==> config.mk <==
export PLATFORM = sky130hd
export DESIGN_NAME = playbus_blkcopy_flat
export DESIGN_NICKNAME = d
export VERILOG_FILES = /design/src/rtl/playbus_blkcopy_if.sv /design/src/rtl/playbus_blkcopy.sv /design/src/flat_wrapper.sv
export SDC_FILE = /design/constraint.sdc
export NUM_CORES = 1
export LEC_CHECK = 0
export CORE_MARGIN = 1
export CORE_UTILIZATION = 45
export DETAILED_ROUTE_END_ITERATION = 8
export PLACE_DENSITY = 0.79
export REMOVE_ABC_BUFFERS = 1
export SLEW_MARGIN = 15
export SYNTH_ARGS = -nofsm -noshare
export SYNTH_HDL_FRONTEND = slang
export SYNTH_SLANG_ARGS = --single-unit
export TNS_END_PERCENT = 5
==> constraint.sdc <==
create_clock -name CK2HZ -period 1.77 [get_ports CK2HZ]
set_input_delay 0.177 -clock CK2HZ [delete_from_list [all_inputs] [get_ports CK2HZ]]
set_output_delay 0.177 -clock CK2HZ [all_outputs]
set_load 0.02 [all_outputs]
==> src/rtl/playbus_blkcopy_if.sv <==
// rtl/playbus_blkcopy_if.sv - PlayBus block-copy operator controls and bus control pins
interface playbus_blkcopy_if;
  // operator controls
  logic       GO;
  logic       ABORT;
  logic [1:0] MODE;
  logic [3:0] START_ADD;
  logic [3:0] END_ADD;
  // bus drive and status
  logic [3:0] ADD;
  logic       n_ROMO;
  logic       n_RAMO;
  logic       n_SWBEN;
  logic       n_RAMW;
  logic       LEDLTCH;
  logic       BUSY;
  logic       DONE;
  logic [4:0] XCNT;
  logic [2:0] St;

  modport master (
    output GO, ABORT, MODE, START_ADD, END_ADD,
    input  ADD, n_ROMO, n_RAMO, n_SWBEN, n_RAMW, LEDLTCH, BUSY, DONE, XCNT, St
  );

  modport slave (
    input  GO, ABORT, MODE, START_ADD, END_ADD,
    output ADD, n_ROMO, n_RAMO, n_SWBEN, n_RAMW, LEDLTCH, BUSY, DONE, XCNT, St
  );
endinterface

==> src/rtl/playbus_blkcopy.sv <==
// rtl/playbus_blkcopy.sv - block-transfer sequencer driving PlayBus address and control lines
module playbus_blkcopy #(
  parameter int DWELL_CYC = 2
) (
  input  logic              CK2HZ,
  input  logic              n_CLR,
  playbus_blkcopy_if.slave  bus
);

  typedef enum logic [2:0] {
    ST_IDLE  = 3'd0,
    ST_SRC   = 3'd1,
    ST_WRITE = 3'd2,
    ST_HOLD  = 3'd3,
    ST_DWELL = 3'd4,
    ST_DONE  = 3'd5
  } state_t;

  localparam logic [3:0] DWELL_M1 = 4'(DWELL_CYC - 1);

  state_t     state_q, state_d;
  logic [3:0] add_q, add_d;
  logic       ramw_q, ramw_d;
  logic       led_q, led_d;
  logic [4:0] xcnt_q, xcnt_d;
  logic [1:0] mode_q, mode_d;
  logic [3:0] dwell_q, dwell_d;
  logic       go_q;

  logic go_edge;
  logic led_mode;
  logic at_last;
  logic src_en;

  // a start is a fresh 0->1 of GO; held-high GO never retriggers
  assign go_edge  = bus.GO & ~go_q;
  // modes 2 and 3 target the LEDs, modes 0 and 1 target RAM
  assign led_mode = mode_q[1];
  // END_ADD and ABORT are looked at live, only when an address slot finishes
  assign at_last  = (add_q == bus.END_ADD) | bus.ABORT;
  assign src_en   = (state_q == ST_SRC) | (state_q == ST_WRITE) | (state_q == ST_HOLD);

  // state and datapath registers; reset drops every strobe at once
  always_ff @(posedge CK2HZ or negedge n_CLR) begin
    if (!n_CLR) begin
      state_q <= ST_IDLE;
      add_q   <= 4'd0;
      ramw_q  <= 1'b0;
      led_q   <= 1'b0;
      xcnt_q  <= 5'd0;
      mode_q  <= 2'd0;
      dwell_q <= 4'd0;
      go_q    <= 1'b0;
    end else begin
      state_q <= state_d;
      add_q   <= add_d;
      ramw_q  <= ramw_d;
      led_q   <= led_d;
      xcnt_q  <= xcnt_d;
      mode_q  <= mode_d;
      dwell_q <= dwell_d;
      go_q    <= bus.GO;
    end
  end

  // next-state and next-datapath decode; strobes are high only in the cycle after SRC
  always_comb begin
    state_d = state_q;
    add_d   = add_q;
    ramw_d  = 1'b0;
    led_d   = 1'b0;
    xcnt_d  = xcnt_q;
    mode_d  = mode_q;
    dwell_d = dwell_q;
    case (state_q)
      ST_IDLE: begin
        if (go_edge) begin
          add_d   = bus.START_ADD;
          mode_d  = bus.MODE;
          xcnt_d  = 5'd0;
          state_d = ST_SRC;
        end
      end
      ST_SRC: begin
        ramw_d  = ~led_mode;
        led_d   = led_mode;
        state_d = ST_WRITE;
      end
      ST_WRITE: begin
        state_d = ST_HOLD;
      end
      ST_HOLD: begin
        xcnt_d = xcnt_q + 5'd1;
        if (led_mode) begin
          dwell_d = DWELL_M1;
          state_d = ST_DWELL;
        end else if (at_last) begin
          state_d = ST_DONE;
        end else begin
          add_d   = add_q + 4'd1;
          state_d = ST_SRC;
        end
      end
      ST_DWELL: begin
        if (dwell_q == 4'd0) begin
          if (at_last) begin
            state_d = ST_DONE;
          end else begin
            add_d   = add_q + 4'd1;
            state_d = ST_SRC;
          end
        end else begin
          dwell_d = dwell_q - 4'd1;
        end
      end
      ST_DONE: begin
        if (!bus.GO) state_d = ST_IDLE;
      end
      default: begin
        state_d = ST_IDLE;
      end
    endcase
  end

  // ROM feeds modes 0 and 2, switches mode 1, RAM mode 3; enables only in SRC/WRITE/HOLD
  assign bus.n_ROMO  = ~(src_en & ~mode_q[0]);
  assign bus.n_SWBEN = ~(src_en & (mode_q == 2'd1));
  assign bus.n_RAMO  = ~(src_en & (mode_q == 2'd3));
  assign bus.n_RAMW  = ~ramw_q;
  assign bus.LEDLTCH = led_q;
  assign bus.ADD     = add_q;
  assign bus.XCNT    = xcnt_q;
  assign bus.BUSY    = (state_q != ST_IDLE) & (state_q != ST_DONE);
  assign bus.DONE    = (state_q == ST_DONE);
  assign bus.St      = state_q;

endmodule

==> src/flat_wrapper.sv <==
// flat-port wrapper written by rule: the top's interface ports become plain ports
module playbus_blkcopy_flat 
#(
  parameter int DWELL_CYC = 2
)
  (CK2HZ, n_CLR, bus_GO, bus_ABORT, bus_MODE, bus_START_ADD, bus_END_ADD, bus_ADD, bus_n_ROMO, bus_n_RAMO, bus_n_SWBEN, bus_n_RAMW, bus_LEDLTCH, bus_BUSY, bus_DONE, bus_XCNT, bus_St);
  playbus_blkcopy_if bus_i ();
  input  logic CK2HZ;
  input  logic n_CLR;
  input wire logic [$bits(bus_i.GO)-1:0] bus_GO;
  input wire logic [$bits(bus_i.ABORT)-1:0] bus_ABORT;
  input wire logic [$bits(bus_i.MODE)-1:0] bus_MODE;
  input wire logic [$bits(bus_i.START_ADD)-1:0] bus_START_ADD;
  input wire logic [$bits(bus_i.END_ADD)-1:0] bus_END_ADD;
  output wire logic [$bits(bus_i.ADD)-1:0] bus_ADD;
  output wire logic [$bits(bus_i.n_ROMO)-1:0] bus_n_ROMO;
  output wire logic [$bits(bus_i.n_RAMO)-1:0] bus_n_RAMO;
  output wire logic [$bits(bus_i.n_SWBEN)-1:0] bus_n_SWBEN;
  output wire logic [$bits(bus_i.n_RAMW)-1:0] bus_n_RAMW;
  output wire logic [$bits(bus_i.LEDLTCH)-1:0] bus_LEDLTCH;
  output wire logic [$bits(bus_i.BUSY)-1:0] bus_BUSY;
  output wire logic [$bits(bus_i.DONE)-1:0] bus_DONE;
  output wire logic [$bits(bus_i.XCNT)-1:0] bus_XCNT;
  output wire logic [$bits(bus_i.St)-1:0] bus_St;
  assign bus_i.GO = bus_GO;
  assign bus_i.ABORT = bus_ABORT;
  assign bus_i.MODE = bus_MODE;
  assign bus_i.START_ADD = bus_START_ADD;
  assign bus_i.END_ADD = bus_END_ADD;
  assign bus_ADD = bus_i.ADD;
  assign bus_n_ROMO = bus_i.n_ROMO;
  assign bus_n_RAMO = bus_i.n_RAMO;
  assign bus_n_SWBEN = bus_i.n_SWBEN;
  assign bus_n_RAMW = bus_i.n_RAMW;
  assign bus_LEDLTCH = bus_i.LEDLTCH;
  assign bus_BUSY = bus_i.BUSY;
  assign bus_DONE = bus_i.DONE;
  assign bus_XCNT = bus_i.XCNT;
  assign bus_St = bus_i.St;
  playbus_blkcopy #(.DWELL_CYC(DWELL_CYC)) u_core (.CK2HZ(CK2HZ), .n_CLR(n_CLR), .bus(bus_i));
endmodule
==> metrics.yaml <==
post-dp-hpwl_mm: 1.98
setup_viol: 0
num_rows: 18
synth.avg_cell_area_um2: 9.68
criticalPathCategory: "reg -> out"
p_int_mw: 1.52
tns_ns: 0
nets: 181
cts_buffers: 3
io_buffers: 32
arrival_ns: 1.52
start_util_pct: 47.6
htreeDepth: 1
die_area_mm2: 0.00286
ios: 33
worstMarginPinSlew_ns: 0.300
clock.fmax_mhz: 588
via_per_inst: 5.43
synth_top_flop_cell: "dfrtp_1"
crit_path_top_delay_cell: "clkdlybuf4s50_1"
place_ws_ns: 0.0868
cts_buffer_depth: 2
drc_errors: 0
clock-root-buffer: "clkbuf_4"
power_frac_seq_pct: 33.7
cp-start-kind: "flop"
cp.required_ns: 1.59
fin_ws_ns: 0.0706
yosysSeqAreaShare_pct: 44.1
end_kind: "primary output"
grt_max_degree: 22
netlist-cell-type-count: 38
synth_area_mm2: 0.00119
p_sw_share_pct: 44.8
slew_violations: 0
vias: 1042
crit_chain: "buf_4 -> clkdlybuf4s50_1"
combPwrFrac_pct: 57.8
finalCriticalPeriod_ns: 1.70
antenna_cells: 0
dieWidth_um: 53.5
gr-usage-all-layers_pct: 21.1
hold_slack_ns: 0.209
wl_per_cell_um: 13.7
synth-seq-cells: 21
p_leak_nw: 0.682
synthCells: 123
grt_pass1_vias: 1008
cts.sinks: 21
cap_viol_max_count: 0
maxSlewHeadroom_pct: 80.0
nFillCells: 211
syn_to_final_growth_pct: 35.0
clkPwrFrac_pct: 8.5
slowest_delay_ns: 0.61
clk_pin_slew_worst_paths_ns: 0.12
grt_setup_unrepaired: "no"
antenna_found_initial: 0
p_sw_mw: 1.23
synth_edf_count: 0
synthArstFlopShare_pct: 100
fin_crit_sh_pct: 96.0
drive_above_1_share_pct: 14.2
synth_top_area_share_pct: 44.1
power.density_mw_per_mm2: 1710
synthTopCellsByArea: "dfrtp_1 44%, xor2_1 5.9%, nand2_1 4.4%"
grt_pass1_wl_mm: 4.33
overflow: 0
drt_first_pass_iters: 4
clock_skew_ns: 0.00160
synth_top_area_cell: "dfrtp_1"
tritoncts: "done"
wirelength_mm: 2.64
postRouteAntennaNets: 0
reg2regPathDepth: 5
place_congestion: 0.738
core_area_mm2: 0.00250
hold_violations: 0
yosysWarnings: 0
cts_hold_buf: 0
status: "complete, no violations"
clk_latency_ns: 0.30
worstPathMaxFanout: 8
ir_worst_vdd_v: 0.00114
drt_iter0_drc: 32
worst_hold_path_type: "in -> async"
die-height_um: 53.5
[cell usage after synthesis, types with 2 or more instances]
library cell,number
mux2i_1,3
mux2_2,2
nand3b_1,2
inv_1,4
o21ai_0,9
nor4_1,2
and3b_1,2
ha_1,4
nand2_1,14
o2bb2ai_1,2
nand3_1,8
xor2_1,8
nor2_1,8
a21oi_1,5
a31oi_1,3
o22ai_1,2
dfrtp_1,21
clkbuf_1,3
xnor2_1,2
[cells by family (layout without fill, tap and decap cells)]
| logic type | after synthesis | in the layout | share of synthesized area, % |
|---|---|---|---|
| xor+xnor | 10 | 10 | 7.35 |
| mux | 5 | 5 | 4.41 |
| simple gates | 45 | 45 | 19.6 |
| compound gates | 28 | 28 | 16.1 |
| buf+inv | 10 | 49 | 4.20 |
| flops | 21 | 21 | 44.1 |
| fa+ha+maj | 4 | 4 | 4.20 |
[state kept, by name, summed over array words and instances (netlist names)]
signal              flops
u_core.go_q             1
u_core.bus.St           3
u_core.dwell_q          4
u_core.mode_q           2
u_core.ramw_q           1
u_core.bus.LEDLTCH      1
u_core.bus.ADD          4
u_core.bus.XCNT         5
[worst paths after layout]
kind | end | slack [ns] | start
worst max-delay path | bus_St[0] | 0.07 | u_core.bus.St[0]$_DFFE_PN0P_
worst min-delay path | u_core.go_q$_DFF_PN0_ | 0.21 | n_CLR
worst max register to register | u_core.bus.ADD[2]$_DFFE_PN0P_ | 0.11 | u_core.bus.St[0]$_DFFE_PN0P_
worst min register to register | u_core.bus.LEDLTCH$_DFF_PN0_ | 0.55 | u_core.bus.St[1]$_DFFE_PN0P_
max in group asynchronous | u_core.bus.St[1]$_DFFE_PN0P_ | 1.33 | n_CLR
min in group CK2HZ | u_core.go_q$_DFF_PN0_ | 0.45 | bus_GO
[placed cells by master, fill, tap and decap left out, types with 2 or more instances in the layout]
cell type,instances
o2bb2ai_1,2
o21ai_0,9
buf_4,9
o22ai_1,2
nor2_1,7
xnor2_1,2
inv_1,4
nand3b_1,2
mux2i_1,3
a31oi_1,3
nor4_1,2
dfrtp_1,18
nand2_1,14
dlygate4sd2_1,5
clkbuf_4,3
dfrtp_2,3
a21oi_1,5
ha_1,4
and3b_1,2
mux2_2,2
xor2_1,8
nand3_1,8
clkdlybuf4s50_1,27
[stage by stage]
step                total power [mW]  utilization [%]  instance area [µm²]  instances
finish                          2.75             64.3                 1610        192
global route                    2.95             64.3                 1610        192
CTS                             2.76             64.3                 1610        192
detailed placement              2.54             63.3                 1580        188
global placement                2.49             63.3                 1580        188
floorplan                       1.84                -                 1160        117
[power groups by stage]
stage	Clock (mW)	Sequential [mW]	Combinational [mW]
after floorplan	0	1.05	0.798
after global placement	0	0.904	1.58
after detailed placement	0	0.919	1.62
after CTS	0.238	0.924	1.59
after global routing	0.259	0.958	1.74
final	0.232	0.926	1.59
[area by class of cell]
class | instances | area, µm² | area share, %
Clock buffer | 4 | 26.3 | 1.63
Multi-Input combinational cell | 92 | 618 | 38.4
Tap cell | 30 | 37.5 | 2.33
Timing Repair Buffer | 41 | 382 | 23.7
Inverter | 4 | 15.0 | 0.934
Sequential cell | 21 | 529 | 32.9
[worst max-delay path: cells and delay by family (launching register included)]
kind                   cells  cell delay [ns]
flip-flops                 1             0.45
buffers and inverters      2             0.78
[what timing repair did]
item                                    CTS  global route
setup buffers                             0             0
gates resized for setup                   9             0
endpoints found under the setup margin    5             0
[per-layer routing]
layer	up-vias	wire [µm]	global-route usage, %
li1	512	-	-
met1	491	1240	27.0
met2	35	1250	35.6
met3	4	124	2.87
met4	0	26	7.89
met5	-	0	0
Power figures use the tool's default switching activity.
